<file path="config.mk">
export PLATFORM = sky130hd
export DESIGN_NAME = preemph_framer
export DESIGN_NICKNAME = d
export VERILOG_FILES = /design/src/rtl/preemph_framer.sv
export SDC_FILE = /design/constraint.sdc
export NUM_CORES = 2
export LEC_CHECK = 0
export CELL_PAD_IN_SITES_DETAIL_PLACEMENT = 1
export CELL_PAD_IN_SITES_GLOBAL_PLACEMENT = 1
export CORE_UTILIZATION = 50
export DETAILED_ROUTE_END_ITERATION = 8
export PLACE_DENSITY = 0.8
export SYNTH_ARGS = -nofsm -noshare
export SYNTH_HDL_FRONTEND = slang
export SYNTH_SLANG_ARGS = --single-unit
</file>
<file path="constraint.sdc">
create_clock -name clk -period 19.9 [get_ports clk]
set_clock_uncertainty 0.15 [all_clocks]
set_input_delay 1.99 -clock clk [delete_from_list [all_inputs] [get_ports clk]]
set_output_delay 1.99 -clock clk [all_outputs]
set_load 0.01 [all_outputs]
</file>
<file path="src/rtl/preemph_framer.sv">
// preemph_framer
//   First-order pre-emphasis (y = x - ALPHA*x_prev, Q15, saturating) feeding a
//   circular frame buffer. Every HOP new samples (after an initial fill of N)
//   the last N samples are replayed oldest-first as an N-cycle valid burst.
// Ports:
//   clk, rst            clock, asynchronous active-high reset
//   sample_in/_valid    INT16 Q15 input stream, no backpressure
//   sample_out/_valid   pre-emphasized frame sample stream
//   frame_start/_end    first / last sample of a burst
//   overrun             sticky: a frame trigger arrived mid-burst and was dropped
module preemph_framer #(
  parameter int                 N     = 256,
  parameter int                 HOP   = 128,
  parameter logic signed [15:0] ALPHA = 16'sd31785
) (
  input  logic               clk,
  input  logic               rst,
  input  logic signed [15:0] sample_in,
  input  logic               sample_valid,
  output logic signed [15:0] sample_out,
  output logic               sample_out_valid,
  output logic               frame_start,
  output logic               frame_end,
  output logic               overrun
);

  localparam int PW = $clog2(N);
  localparam int HW = PW + 1;
  localparam logic [PW-1:0] K_LAST = PW'(N - 1);
  localparam logic [HW-1:0] HOP_L  = HW'(HOP);

  typedef enum logic [1:0] {S_FILL, S_IDLE, S_EMIT} state_t;

  state_t             state_q, state_d;
  logic [PW-1:0]      wr_ptr_q, wr_ptr_d;
  logic [PW-1:0]      fill_q, fill_d;
  logic [HW-1:0]      hop_q, hop_d, hop_inc;
  logic [PW-1:0]      base_q, base_d;
  logic [PW-1:0]      k_q, k_d;
  logic [PW-1:0]      rd_addr;
  logic signed [15:0] x_prev_q, x_prev_d;
  logic signed [15:0] out_q, out_d;
  logic               ovr_q, ovr_d;
  logic               trig, last;

  logic signed [15:0] mem_q [N];

  // Pre-emphasis datapath
  logic signed [31:0] prod;
  logic signed [16:0] psh;
  logic [16:0]        d_full;
  logic signed [15:0] d_sat;

  always_comb begin
    prod   = ALPHA * x_prev_q;
    psh    = 17'(prod >>> 15);           // floor(ALPHA*x_prev / 2^15), fits 16 bits
    d_full = {sample_in[15], sample_in} - psh;
    // 17-bit result overflowed 16 bits when the top two bits differ
    if (d_full[16] != d_full[15]) d_sat = d_full[16] ? -16'sd32768 : 16'sd32767;
    else                          d_sat = d_full[15:0];
  end

  // Next-state / control
  always_comb begin
    state_d  = state_q;
    wr_ptr_d = wr_ptr_q;
    fill_d   = fill_q;
    hop_d    = hop_q;
    base_d   = base_q;
    k_d      = k_q;
    x_prev_d = x_prev_q;
    out_d    = out_q;
    ovr_d    = ovr_q;
    trig     = 1'b0;
    hop_inc  = hop_q + 1'b1;
    last     = (state_q == S_EMIT) && (k_q == K_LAST);

    if (sample_valid) begin
      wr_ptr_d = wr_ptr_q + 1'b1;
      x_prev_d = sample_in;
      if (state_q == S_FILL) begin
        fill_d = fill_q + 1'b1;
        hop_d  = '0;
        trig   = (fill_q == K_LAST);
      end else if (hop_inc == HOP_L) begin
        hop_d = '0;
        trig  = 1'b1;
      end else begin
        hop_d = hop_inc;
      end
    end

    case (state_q)
      S_FILL, S_IDLE: begin
        if (trig) begin
          state_d = S_EMIT;
          base_d  = wr_ptr_d;            // oldest sample once this write lands
          k_d     = '0;
        end
      end
      S_EMIT: begin
        if (last) begin
          // A trigger coinciding with the final read chains straight into the next burst
          if (trig) begin
            base_d = wr_ptr_d;
            k_d    = '0;
          end else begin
            state_d = S_IDLE;
          end
        end else begin
          k_d = k_q + 1'b1;
          if (trig) ovr_d = 1'b1;
        end
      end
      default: state_d = S_FILL;
    endcase

    // Output register loads the sample it will present. The address is never the
    // one being written on this edge (the write pointer trails the read pointer),
    // so reading the pre-edge array gives read-before-write semantics.
    rd_addr = base_d + k_d;
    if (state_d == S_EMIT) out_d = mem_q[rd_addr];
  end

  always_ff @(posedge clk or posedge rst) begin
    if (rst) begin
      state_q  <= S_FILL;
      wr_ptr_q <= '0;
      fill_q   <= '0;
      hop_q    <= '0;
      base_q   <= '0;
      k_q      <= '0;
      x_prev_q <= '0;
      out_q    <= '0;
      ovr_q    <= 1'b0;
    end else begin
      state_q  <= state_d;
      wr_ptr_q <= wr_ptr_d;
      fill_q   <= fill_d;
      hop_q    <= hop_d;
      base_q   <= base_d;
      k_q      <= k_d;
      x_prev_q <= x_prev_d;
      out_q    <= out_d;
      ovr_q    <= ovr_d;
    end
  end

  // Frame buffer: no reset, contents are don't-care until written
  always_ff @(posedge clk) begin
    if (sample_valid) mem_q[wr_ptr_q] <= d_sat;
  end

  assign sample_out       = out_q;
  assign sample_out_valid = (state_q == S_EMIT);
  assign frame_start      = (state_q == S_EMIT) && (k_q == '0);
  assign frame_end        = last;
  assign overrun          = ovr_q;

endmodule

</file>
After elaboration in Yosys (flattened, before gate mapping)
Memories as Yosys holds them, arrays and structs flattened. A register that Yosys moved wholly into a read port is not among the register bits.
Cells that the tools add are included.

storage, ports and cells
  ROM bits = 0
  memories kept = 1
  bits of input ports = 19
  latch bits = 0
  word-level logic and storage cells = 51
  bits in writable memories = 4096
  output and inout port bits = 20
  flip-flop bits (word level) = 60

memories
  memory  depth  width  read ports  clocked after memory_dff  wr ports  RTL line  source
  mem_q   256    16     1           1                         1         46        logic signed [15:0] mem_q [N];

cells by class
  order comparisons = 0
  $mul = 1
  bitwise logic cells = 1
  add/subtract/negate cells = 6
  equal/unequal tests = 7
  shift operators = 0
  multiplexer cells = 20
  div/mod/pow operators = 0
  reductions and logical operators = 7

operator list
  cell                                                                   number
  8-bit 2-to-1 mux                                                       5
  16-bit by 16-bit multiplier with 32-bit output (first input constant)  1
  16-bit 2-to-1 mux                                                      2
  8-bit one-hot mux with 2 select lines                                  2
  8-bit by 1-bit adder with 8-bit output (second input constant)         3
  9-bit 2-to-1 mux                                                       2
  17-bit subtractor                                                      1
  8-bit == test (second input constant)                                  2
  9-bit by 1-bit adder with 9-bit output (second input constant)         1
  9-bit by 8-bit == test with 1-bit output (second input constant)       1
  8-bit adder                                                            1
  8-bit zero test                                                        1
  2-bit 2-to-1 mux                                                       3
  1-bit 2-to-1 mux                                                       5
  2-bit == test (second input constant)                                  2
  2-bit one-hot mux with 2 select lines                                  1
  3-bit AND reduction                                                    1
  2-bit by 1-bit == test with 1-bit output (second input constant)       1
  1-bit logical AND                                                      2
  2-bit zero test                                                        1
  2-bit AND reduction                                                    1
  2-bit OR reduction                                                     1
  1-bit inequality test                                                  1
  1-bit inverter                                                         1

Longest topological paths before layout
  depth in word-level cells = 9
  mapped depth = 29
  depth with buffers taken out = 28

Worst setup path after synthesis
OpenSTA, ideal clock, no wires.

  path type = register to register
  start point = register x_prev_q[4]
  end point = memory mem_q[0][0], data pin
  data arrival time = 10030 ps
  buffers on the path = 1
  required time = 18873 ps
  cell stages (with the launch flop) = 28
  library setup time = 877 ps
  setup slack = 8843 ps
  period minus slack after synthesis = 11057 ps
  path through = dfrtp_1 fa_1 inv_1 fa_1 inv_1 ha_1 fa_1 fa_1 inv_1 fa_1 inv_1 ha_1 o21a_1 nor2_1 a21oi_1 a21o_1 a21o_1 xnor2_1 ha_1 a21oi_1 inv_1 or3_1 o21ai_1 a31oi_1 a221oi_1 xnor2_1 buf_2 maj3_1

between the ends
  longest elaborated chain between the ends = 4
  elaborated cells between the ends (all ways) = 5
  classes of those cells = 1 x add/sub; 1 x mul; 1 x eq/ne; 2 x mux

ends and longest elaborated chain
  element                                                            RTL line  source
  from (decl)                                                        41        logic signed [15:0] x_prev_q, x_prev_d;
  from (signal assigned)                                             143       x_prev_q <= x_prev_d;
  16-bit by 16-bit multiplier with 32-bit output (*)                 55        prod = ALPHA * x_prev_q;
  17-bit subtractor (*)                                              57        d_full = {sample_in[15], sample_in} - psh;
  16-bit 2-to-1 mux / 1-bit inequality test (equally long branches)  59        if (d_full[16] != d_full[15]) d_sat = d_full[16] ? -16'sd32768 : 16'sd32767;
  16-bit 2-to-1 mux (*)                                              59
  named net d_sat[0]                                                 52        logic signed [15:0] d_sat;
  to (decl)                                                          46

The timed path passes the listed nets; every way through them passes the cells marked *.

Final worst setup path
  start point = register x_prev_q[5]
  end point = memory mem_q[186][10], data pin

The elaborated chain is that of the path after synthesis.

==> key figures <==
Yosys
  • Ys flop type: edfxtp_1
  • Post-synth EDFFs: between 4000 and 5000
  • YS warnings: 0
  • Register area share after synthesis: 0.754
  • Async S/R FF share, synth: 0.0182
  • Seq cells post-synth: about 4200
  • Mapped Area: 166000 um2
  • Cell count after synthesis: roughly 7700
  • Syn_area_per_cell: ~21 um2
  • Synth unique cells: 78
  • Post-Syn Nets: 7999

Final layout
  • Most common cell after layout, fill and taps aside: edfxtp_1
  • Register area: roughly 120000 um2
  • Post-layout net count: between 8000 and 9000
  • Fill count: 27800
  • Layout cells sized above 1: 0.261
  • Most frequent cells in the layout: 4096 x edfxtp_1, 1130 x mux4_2, 411 x clkbuf_16, 373 x nand2_1, 353 x nor2_1
  • P&R area growth vs syn: 12.1%
  • Area occupied by multi-input gates: around 39000 um2

Setup path
  • Crit path max-delay family: adder cells
  • Reg2reg start: x_prev_q[5]
  • Max FO, Critical Path: 89
  • Crit start category: flop
  • Crit-path slowest cell: xnor3_1
  • Worst setup EP type: flop
  • CP max stage delay: 1.13 ns
  • Cell mode on critical path: fa_1
  • Worst Setup SP: x_prev_q[5]
  • Bufs and invs on worst path: 6
  • WS Path Type: reg2reg
  • Crit path DAT: approximately 12 ns
  • Worst Path Required: 20.32 ns

Timing
  • Normalized max-slew margin: -0.102
  • Setup violators final: 0
  • Fmax: 0.0870 GHz
  • Worst Tran Pin Value: roughly 1.7 ns
  • RSZ-0062 raised after global routing: false
  • Final hold vios: 0
  • Setup TNS: 0 ns
  • Final Cycle Share: 0.578
  • Max-slew violations: 64
  • Crit path time final: 11.49 ns

CTS
  • Clock latency on the worst-skew pair: 0.95 ns
  • CTS root buffer: clkbuf_16
  • Htree depth: 5
  • Post-cts sizing count: 0
  • TritonCTS clock tree: built
  • Number of CTS-inserted buffers: around 400
  • Postcts setup bufs: 0
  • Clk sinks: 4172
  • Clock Path Buffers: 4
  • Clock Pin Slew Worst Setup and Hold Paths: approximately 0.060 ns
  • # hold bufs at CTS: 0

Floorplanning
  • Chip width: between 500 and 600 um
  • Core area: approximately 330000 um2
  • Starting Density: 0.504
  • Io pins: 39
  • Row count: 210
  • Die height: approximately 580 um
  • Die area: 334000 um2

GRT
  • GRT overflow: 0
  • Pin count of the biggest net entering global routing: ~180
  • First-pass GRT wire length: roughly 680 mm
  • Vias in the first global route: about 90000
  • Initial antenna violation count: 27
  • Overall Global Routing Usage: 0.286

Routing
  • Routed vias/inst: ~6.7
  • Vias: approximately 86000
  • Wire per inst: 37.2 um
  • # DRC: 0
  • Initial DRT Pass Iterations: 6
  • Total wire length: between 400 and 500 mm
  • Post-route ant nets: 0
  • Detailed router's first-iteration violation count: roughly 12000

Worst hold path
  • Min-delay worst type: reg2reg
  • HP Start: fill_q[7]

Outcome
  • Failing checks: slew limit
  • Status: finished, violations left

Placed design
  • Placer Congestion: ~0.86
  • DP HPWL: 258 mm
  • # port buffers: 38

Job
  • Max-cap violations: 0
-- final cells by class --
class / count / area share
tap: 4346 / 0.0293
sequential: 4172 / 0.672
timing repair buffer: 374 / 0.0164
clock inverter: 235 / 0.0128
clock buffer: 487 / 0.0573
inverter: 137 / 0.00282
antenna: 11 / 0.000148
multi-input combinational: 3025 / 0.209
-- sequential cells by signal, summed over array words and instances (netlist names) --
signal and flops:
mem_q 4096, sample_out 16, x_prev_q 16, hop_q 9, base_q 8, fill_q 8, k_q 8, wr_ptr_q 8
state_q 2, overrun 1
-- synthesized netlist by cell type, types with 26 or more instances --
cell type,n,share of area
a31oi_1,66,0.0025
mux4_2,1130,0.15
a21oi_1,39,0.0012
fa_1,64,0.0077
dfrtp_1,76,0.011
inv_1,137,0.0031
and3_1,53,0.0020
edfxtp_1,4096,0.74
nand2_1,390,0.0088
clkbuf_1,229,0.0052
xnor2_1,26,0.0014
mux2i_1,101,0.0061
o21ai_0,45,0.0014
a211oi_1,95,0.0043
ha_1,167,0.013
buf_1,32,0.00073
nand3_1,54,0.0016
o22ai_1,78,0.0029
buf_2,121,0.0037
buf_4,31,0.0014
nor2_1,409,0.0093
-- worst paths after layout --
kind,cells past startpoint,end,slack [ns]
worst min register to register,1,fill_q[7],0.33
worst max register to register,29,mem_q[186][10],8.41
worst max-delay path,29,mem_q[186][10],8.41
worst min-delay path,1,fill_q[7],0.33
max in group asynchronous,3,sample_out[10],17.08
min in group asynchronous,2,x_prev_q[9],1.39
-- worst reg2reg max path: cells and delay by family (launching register included) --
| family | cells | cell delay (ns) |
|---|---|---|
| AOI/OAI and AO/OA | 10 | 1.99 |
| and+or+nand+nor | 2 | 0.27 |
| DFF | 1 | 0.52 |
| xor gates and xnor gates | 2 | 1.29 |
| adders and majority gates | 9 | 4.72 |
| buffers and inverters | 6 | 2.16 |
-- per-layer routing --
layer,global-route usage,up-vias,part of all wire
li1,-,32800,-
met1,0.374,45400,0.35
met2,0.462,6384,0.48
met3,0.0595,1278,0.11
met4,0.136,28,0.055
met5,0,-,0.00045
-- kinds of logic (layout without fill, tap and decap cells) --
kind of cell               after synthesis  in the layout  share of synthesized area
other                                    0             11                          0
adders and majority gates              246            246                     0.0213
xor gates and xnor gates                52             52                    0.00288
AOI/OAI and AO/OA                      487            487                     0.0215
muxes                                 1251           1251                      0.161
and+or+nand+nor                        989            989                     0.0251
buffers and inverters                  552           1233                     0.0142
DFF                                   4172           4172                      0.754
-- metrics by stage --
stage | setup slack (ns) | cells | cell area [um2] | hold WS (ns) | utilization
finish | 8.41 | 12800 | 186000 | 0.327 | 0.565
global route | 7.88 | 12800 | 186000 | 0.343 | 0.565
CTS | 8.54 | 12800 | 186000 | 0.326 | 0.565
detailed placement | 8.60 | 12100 | 173000 | 0.313 | 0.526
global placement | 8.71 | 12100 | 173000 | 0.306 | 0.526
floorplan | 8.84 | 7749 | 166000 | 0.289 | -
Power is left out: the tool's default activity adds up to more than one toggle a clock period on the data nets, which glitch-free logic cannot reach.
